<file path="src/rtl/apb_bridge_ctrl_if.sv">
// Bus bundle for apb_bridge_ctrl: AHB-side transfer signals plus the APB master bus.
// slave = the bridge's view; master = the environment (AHB requester and APB responders).
interface apb_bridge_ctrl_if #(
   parameter int unsigned ADDR_W  = 32,
   parameter int unsigned DATA_W  = 32,
   parameter int unsigned NUM_SLV = 3
);
   logic               valid;
   logic               hreadyin;
   logic               hwrite;
   logic [ADDR_W-1:0]  haddr;
   logic [DATA_W-1:0]  hwdata;
   logic               hreadyout;
   logic               hresp;
   logic [DATA_W-1:0]  hrdata;
   logic [DATA_W-1:0]  prdata;
   logic               pready;
   logic               pslverr;
   logic [NUM_SLV-1:0] psel;
   logic               penable;
   logic               pwrite;
   logic [ADDR_W-1:0]  paddr;
   logic [DATA_W-1:0]  pwdata;

   modport slave (
      input  valid, hreadyin, hwrite, haddr, hwdata, prdata, pready, pslverr,
      output hreadyout, hresp, hrdata, psel, penable, pwrite, paddr, pwdata
   );

   modport master (
      output valid, hreadyin, hwrite, haddr, hwdata, prdata, pready, pslverr,
      input  hreadyout, hresp, hrdata, psel, penable, pwrite, paddr, pwdata
   );
endinterface

</file>
<file path="src/rtl/apb_bridge_ctrl.sv">
// AHB-to-APB bridge controller with tag-decoded slave select and two-cycle AHB error response.
// Optional APB_TIMEOUT_EN adds a wait-state limit that turns a stalled access into an error.
module apb_bridge_ctrl #(
   parameter int unsigned ADDR_W   = 32,
   parameter int unsigned DATA_W   = 32,
   parameter int unsigned NUM_SLV  = 3,
   parameter logic [7:0]  BASE_TAG = 8'h81,
   parameter int unsigned TIMEOUT  = 16
) (
   input logic              hclk,
   input logic              hreset,
   apb_bridge_ctrl_if.slave bus
);
   typedef enum logic [2:0] {StIdle, StWwait, StSetup, StAccess, StErr1, StErr2} state_e;

   state_e             state_q, acc_state;
   logic [NUM_SLV-1:0] slv_q, psel_q, dec_sel;
   logic               penable_q, pwrite_q, hresp_q;
   logic [ADDR_W-1:0]  paddr_q;
   logic [DATA_W-1:0]  pwdata_q;
   logic [7:0]         tag;
   logic               dec_hit, hreadyout, accept, timeout;

   assign tag = bus.haddr[ADDR_W-1 -: 8];

   always_comb begin
      dec_sel = '0;
      dec_hit = 1'b0;
      for (int unsigned i = 0; i < NUM_SLV; i++) begin
         if ({24'd0, tag} == 32'(BASE_TAG) + i) begin
            dec_sel[i] = 1'b1;
            dec_hit    = 1'b1;
         end
      end
      acc_state = !dec_hit ? StErr1 : (bus.hwrite ? StWwait : StSetup);
   end

   always_comb begin
      case (state_q)
         StIdle, StErr2: hreadyout = 1'b1;
         StAccess:       hreadyout = bus.pready & ~bus.pslverr;
         default:        hreadyout = 1'b0;
      endcase
   end

   assign accept = bus.valid & bus.hreadyin & hreadyout;

`ifdef APB_TIMEOUT_EN
   localparam int unsigned CntW = (TIMEOUT > 1) ? $clog2(TIMEOUT) : 1;
   logic [CntW-1:0] wait_cnt_q;
   // Fires in the TIMEOUT-th consecutive stalled ACCESS cycle.
   assign timeout = (wait_cnt_q == CntW'(TIMEOUT - 1)) & ~bus.pready;
`else
   assign timeout = 1'b0;
`endif

   always_ff @(posedge hclk) begin
      if (hreset) begin
         state_q   <= StIdle;
         slv_q     <= '0;
         psel_q    <= '0;
         penable_q <= 1'b0;
         pwrite_q  <= 1'b0;
         paddr_q   <= '0;
         pwdata_q  <= '0;
         hresp_q   <= 1'b0;
`ifdef APB_TIMEOUT_EN
         wait_cnt_q <= '0;
`endif
      end else begin
         case (state_q)
            StWwait: begin
               pwdata_q <= bus.hwdata;
               psel_q   <= slv_q;
               state_q  <= StSetup;
            end
            StSetup: begin
               penable_q <= 1'b1;
               state_q   <= StAccess;
`ifdef APB_TIMEOUT_EN
               wait_cnt_q <= '0;
`endif
            end
            StAccess: begin
               if (bus.pready || timeout) begin
                  psel_q    <= '0;
                  penable_q <= 1'b0;
                  if (bus.pslverr || timeout) begin
                     state_q <= StErr1;
                     hresp_q <= 1'b1;
                  end else begin
                     state_q <= StIdle;
                  end
               end
`ifdef APB_TIMEOUT_EN
               else begin
                  wait_cnt_q <= wait_cnt_q + 1'b1;
               end
`endif
            end
            StErr1: state_q <= StErr2;
            StErr2: begin
               state_q <= StIdle;
               hresp_q <= 1'b0;
            end
            default: state_q <= StIdle;
         endcase

         // A new address phase overrides the completion path (back-to-back).
         if (accept) begin
            state_q <= acc_state;
            hresp_q <= ~dec_hit;
            if (dec_hit) begin
               paddr_q  <= bus.haddr;
               pwrite_q <= bus.hwrite;
               slv_q    <= dec_sel;
               psel_q   <= bus.hwrite ? '0 : dec_sel;
            end
         end
      end
   end

   assign bus.hreadyout = hreadyout;
   assign bus.hresp     = hresp_q;
   assign bus.hrdata    = (state_q == StAccess && !pwrite_q) ? bus.prdata : '0;
   assign bus.psel      = psel_q;
   assign bus.penable   = penable_q;
   assign bus.pwrite    = pwrite_q;
   assign bus.paddr     = paddr_q;
   assign bus.pwdata    = pwdata_q;
endmodule

</file>
<file path="src/flat_wrapper.sv">
// flat-port wrapper written by rule: the top's interface ports become plain ports
module apb_bridge_ctrl_flat 
#(
   parameter int unsigned ADDR_W   = 32,
   parameter int unsigned DATA_W   = 32,
   parameter int unsigned NUM_SLV  = 3,
   parameter logic [7:0]  BASE_TAG = 8'h81,
   parameter int unsigned TIMEOUT  = 16
)
  (hclk, hreset, bus_valid, bus_hreadyin, bus_hwrite, bus_haddr, bus_hwdata, bus_prdata, bus_pready, bus_pslverr, bus_hreadyout, bus_hresp, bus_hrdata, bus_psel, bus_penable, bus_pwrite, bus_paddr, bus_pwdata);
  apb_bridge_ctrl_if #(.ADDR_W(ADDR_W), .DATA_W(DATA_W), .NUM_SLV(NUM_SLV)) bus_i ();
  input logic hclk;
  input logic hreset;
  input wire logic [$bits(bus_i.valid)-1:0] bus_valid;
  input wire logic [$bits(bus_i.hreadyin)-1:0] bus_hreadyin;
  input wire logic [$bits(bus_i.hwrite)-1:0] bus_hwrite;
  input wire logic [$bits(bus_i.haddr)-1:0] bus_haddr;
  input wire logic [$bits(bus_i.hwdata)-1:0] bus_hwdata;
  input wire logic [$bits(bus_i.prdata)-1:0] bus_prdata;
  input wire logic [$bits(bus_i.pready)-1:0] bus_pready;
  input wire logic [$bits(bus_i.pslverr)-1:0] bus_pslverr;
  output wire logic [$bits(bus_i.hreadyout)-1:0] bus_hreadyout;
  output wire logic [$bits(bus_i.hresp)-1:0] bus_hresp;
  output wire logic [$bits(bus_i.hrdata)-1:0] bus_hrdata;
  output wire logic [$bits(bus_i.psel)-1:0] bus_psel;
  output wire logic [$bits(bus_i.penable)-1:0] bus_penable;
  output wire logic [$bits(bus_i.pwrite)-1:0] bus_pwrite;
  output wire logic [$bits(bus_i.paddr)-1:0] bus_paddr;
  output wire logic [$bits(bus_i.pwdata)-1:0] bus_pwdata;
  assign bus_i.valid = bus_valid;
  assign bus_i.hreadyin = bus_hreadyin;
  assign bus_i.hwrite = bus_hwrite;
  assign bus_i.haddr = bus_haddr;
  assign bus_i.hwdata = bus_hwdata;
  assign bus_i.prdata = bus_prdata;
  assign bus_i.pready = bus_pready;
  assign bus_i.pslverr = bus_pslverr;
  assign bus_hreadyout = bus_i.hreadyout;
  assign bus_hresp = bus_i.hresp;
  assign bus_hrdata = bus_i.hrdata;
  assign bus_psel = bus_i.psel;
  assign bus_penable = bus_i.penable;
  assign bus_pwrite = bus_i.pwrite;
  assign bus_paddr = bus_i.paddr;
  assign bus_pwdata = bus_i.pwdata;
  apb_bridge_ctrl #(.ADDR_W(ADDR_W), .DATA_W(DATA_W), .NUM_SLV(NUM_SLV), .BASE_TAG(BASE_TAG), .TIMEOUT(TIMEOUT)) u_core (.hclk(hclk), .hreset(hreset), .bus(bus_i));
endmodule
</file>
<file path="config.mk">
export PLATFORM = sky130hd
export DESIGN_NAME = apb_bridge_ctrl_flat
export DESIGN_NICKNAME = d
export VERILOG_FILES = /design/src/rtl/apb_bridge_ctrl_if.sv /design/src/rtl/apb_bridge_ctrl.sv /design/src/flat_wrapper.sv
export SDC_FILE = /design/constraint.sdc
export NUM_CORES = 1
export LEC_CHECK = 0
export ABC_AREA = 1
export CAP_MARGIN = 15
export CORE_MARGIN = 2
export CORE_UTILIZATION = 39
export DETAILED_ROUTE_END_ITERATION = 12
export GPL_ROUTABILITY_DRIVEN = 0
export GPL_TIMING_DRIVEN = 0
export PLACE_DENSITY = 0.86
export SYNTH_ARGS = -nofsm -noshare
export SYNTH_HDL_FRONTEND = slang
export SYNTH_SLANG_ARGS = --single-unit
</file>
<file path="constraint.sdc">
create_clock -name hclk -period 2.95 [get_ports hclk]
set_clock_uncertainty 0.15 [all_clocks]
set_input_delay 0.4425 -clock hclk [delete_from_list [all_inputs] [get_ports hclk]]
set_output_delay 0.4425 -clock hclk [all_outputs]
set_load 0.02 [all_outputs]
</file>
==> reports/metrics.csv <==
metric,value,unit
CTS Sinks,76,
number of global-route vias before repair,3574,
worst skew pair latency,0.33,ns
Area growth syn-to-layout,75.4,%
Mean Syn Cell Area,6.97,sq um
Hold WS,0.291,ns
Final ANT Viol Nets,0,
Via Count,3662,
Die Area,8930,sq um
Cell Int Power,1.65,mW
CTS max path bufs,2,
Crit Path Category,reg -> out,
Max Cap Violations,0,
drc violations,0,
Setup TNS,0,ns
Horiz. Die Dim,94.5,microns
Hold Path Class,reg -> reg,
final core utilization,0.692,
final number of setup-violating endpoints,0,
vias per cell,4.68,
Post-synth EDFFs,0,
Critical Path AT,2.17,ns
Max Slew Vio Count,0,
port bufs,204,
Pwr Total,2.31,mW
post-CTS setup buffer count,0,
GRT Overall Usage,0.228,
required time of the critical path,2.36,ns
Ports,206,
share of cells above drive strength 1,0.0619,
Antenna diodes,0,
"Reg clk slew, reported paths",0.07,ns
DRT Wirelength,10800,microns
Die Y,94.5,microns
"Hold Violations, Final",0,
top-area cell type share of the netlist area,0.476,
"Seq/Total Area, Yosys",0.476,
Cells after Synth,458,
Area contributors post-synth,"dfxtp_1, nor2_1, o21ai_0",
"Top FF cell, synth",dfxtp_1,
share of flip-flops with an asynchronous set or reset,0,
Syn Nets,561,
Root Buffer,clkbuf_8,
worst-path cell chain,nand2_1 > nor2_4 > inv_1 > or2_1 > clkbuf_1 > nor2_1 > clkdlybuf4s50_1,
synth warn,0,
drt first pass iters,4,
Yosys reg bits,76,
status,"complete, no violations",
period utilization,0.936,
relative slew slack,0.649,
power per standard cell area,413,nW/um^2
Post-Syn Area,3190,sq um
"count leader, synth",nor2_1,
post-route minimum period,2.76,ns
Critical Path Fanout Max,6,
initial antenna violation count,0,
Seq pwr share,0.482,
# H-tree levels,3,
gr ovfl total,0,
NetSw,0.657,mW
first-pass GRT wire length,16000,microns
Netlist cell types,23,
CTS Buf Count,9,
power share of the clock group,0.298,
slowest cell on the critical path,clkdlybuf4s50_1,
cell taking the most area after synthesis,dfxtp_1,
dpl hpwl,8460,microns
Avg WL per Cell,13.7,microns
Core Box Area,8090,sq um
FMAX,0.362,GHz
RSZ-0062 raised after global routing,no,
Leak,2.96,nW
CTS tree,done,
initial core utilization,0.395,
crit end category,output port,
Worst Tran Pin Value,0.525,ns
Sw Ratio,0.284,
peak supply drop,0.325,mV
CP startpoint kind,flip-flop,
Post-synth top cells,"nor2_1, dfxtp_1, inv_1",
Comb pwr share,0.220,
largest net degree at the start of global routing,14,
Cell Rows,33,
Final Net Count,776,
Max stage delay on crit path,0.63,ns
DR iter-0 viols,163,
[area by class of cell]
cell class / instances / area (sq um)
buffer: 24 / 144
clock buffer: 11 / 131
clock inverter: 5 / 37.5
fill: 628 / 2490
inverter: 53 / 199
multi-input combinational: 305 / 1330
sequential: 76 / 1520
tap: 105 / 131
timing repair buffer: 204 / 2110
[power groups by stage]
stage,logic (mW),clock network [mW],registers [mW]
floorplan,0.151,0,1.20
global placement,0.499,0,1.13
detailed placement,0.510,0,1.14
CTS,0.514,0.708,1.11
global route,0.552,0.750,1.12
finish,0.510,0.688,1.11
[layout by cell type, fill, tap and decap left out, drive strengths merged, types with 3 or more instances in the layout]
master	n
nor2	170
inv	54
nand3	9
o21ai	59
nand2	49
clkbuf	21
clkdlybuf4s50	174
buf	14
dfxtp	76
nor3	3
a21oi	10
dlymetal6s2s	28
[path summary, 6_finish.rpt]
check | slack [ns] | end | cells past startpoint | startpoint
max | 0.19 | bus_hrdata[0] | 7 | u_core.state_q[0]$_SDFFE_PP0P_
min | 0.29 | u_core.bus.paddr[27]$_SDFFE_PP0P_ | 2 | u_core.bus.paddr[27]$_SDFFE_PP0P_
max reg2reg | 1.08 | u_core.bus.pwdata[3]$_SDFFE_PP0N_ | 7 | u_core.state_q[2]$_SDFFE_PP0P_
min reg2reg | 0.29 | u_core.bus.paddr[27]$_SDFFE_PP0P_ | 2 | u_core.bus.paddr[27]$_SDFFE_PP0P_
[per-layer routing]
metal | up-vias | track usage | part of all wire | routed length [microns]
li1 | 1831 | - | - | -
met1 | 1651 | 0.228 | 0.36 | 3900
met2 | 158 | 0.430 | 0.52 | 5620
met3 | 22 | 0.0670 | 0.091 | 979
met4 | 0 | 0.105 | 0.024 | 257
met5 | - | 0 | 0 | 0
[stage by stage]
| stage | cell area, sq um | setup slack (ns) | cells |
|---|---|---|---|
| after floorplan | 3190 | 0.952 | 458 |
| after global placement | 5370 | 0.326 | 767 |
| after detailed placement | 5370 | 0.300 | 767 |
| after CTS | 5530 | 0.00744 | 783 |
| after global routing | 5600 | 0.0391 | 783 |
| final | 5600 | 0.189 | 783 |
[logic make-up (layout without fill, tap and decap cells)]
kind of cell           count (synthesis)  after routing  synth area share
AOI/OAI and AO/OA                     71             71             0.116
and+or+nand+nor                      234            234             0.300
DFF                                   76             76             0.476
buffers and inverters                 77            297             0.107
[registers in the layout, indices dropped and copies added (netlist names)]
signal and flops:
u_core.bus.paddr 32, u_core.bus.pwrite 1, u_core.bus.penable 1, u_core.bus.psel 3
u_core.state_q 3, u_core.bus.pwdata 32, u_core.bus.hresp 1, u_core.slv_q 3
[worst max-delay path: cells and delay by family (launching register included)]
family                 cells  cell delay [ns]
DFF                        1             0.39
buffers and inverters      3             0.83
and+or+nand+nor            4             0.62
[repair_timing]
item                                   in CTS  in global routing
setup endpoints to repair                   2                 28
gates cloned                                0                  0
hold buffers                                0                  0
endpoints found under the hold margin       0                  0
resized for setup                           2                 28
(Power assumes the default switching activity.)
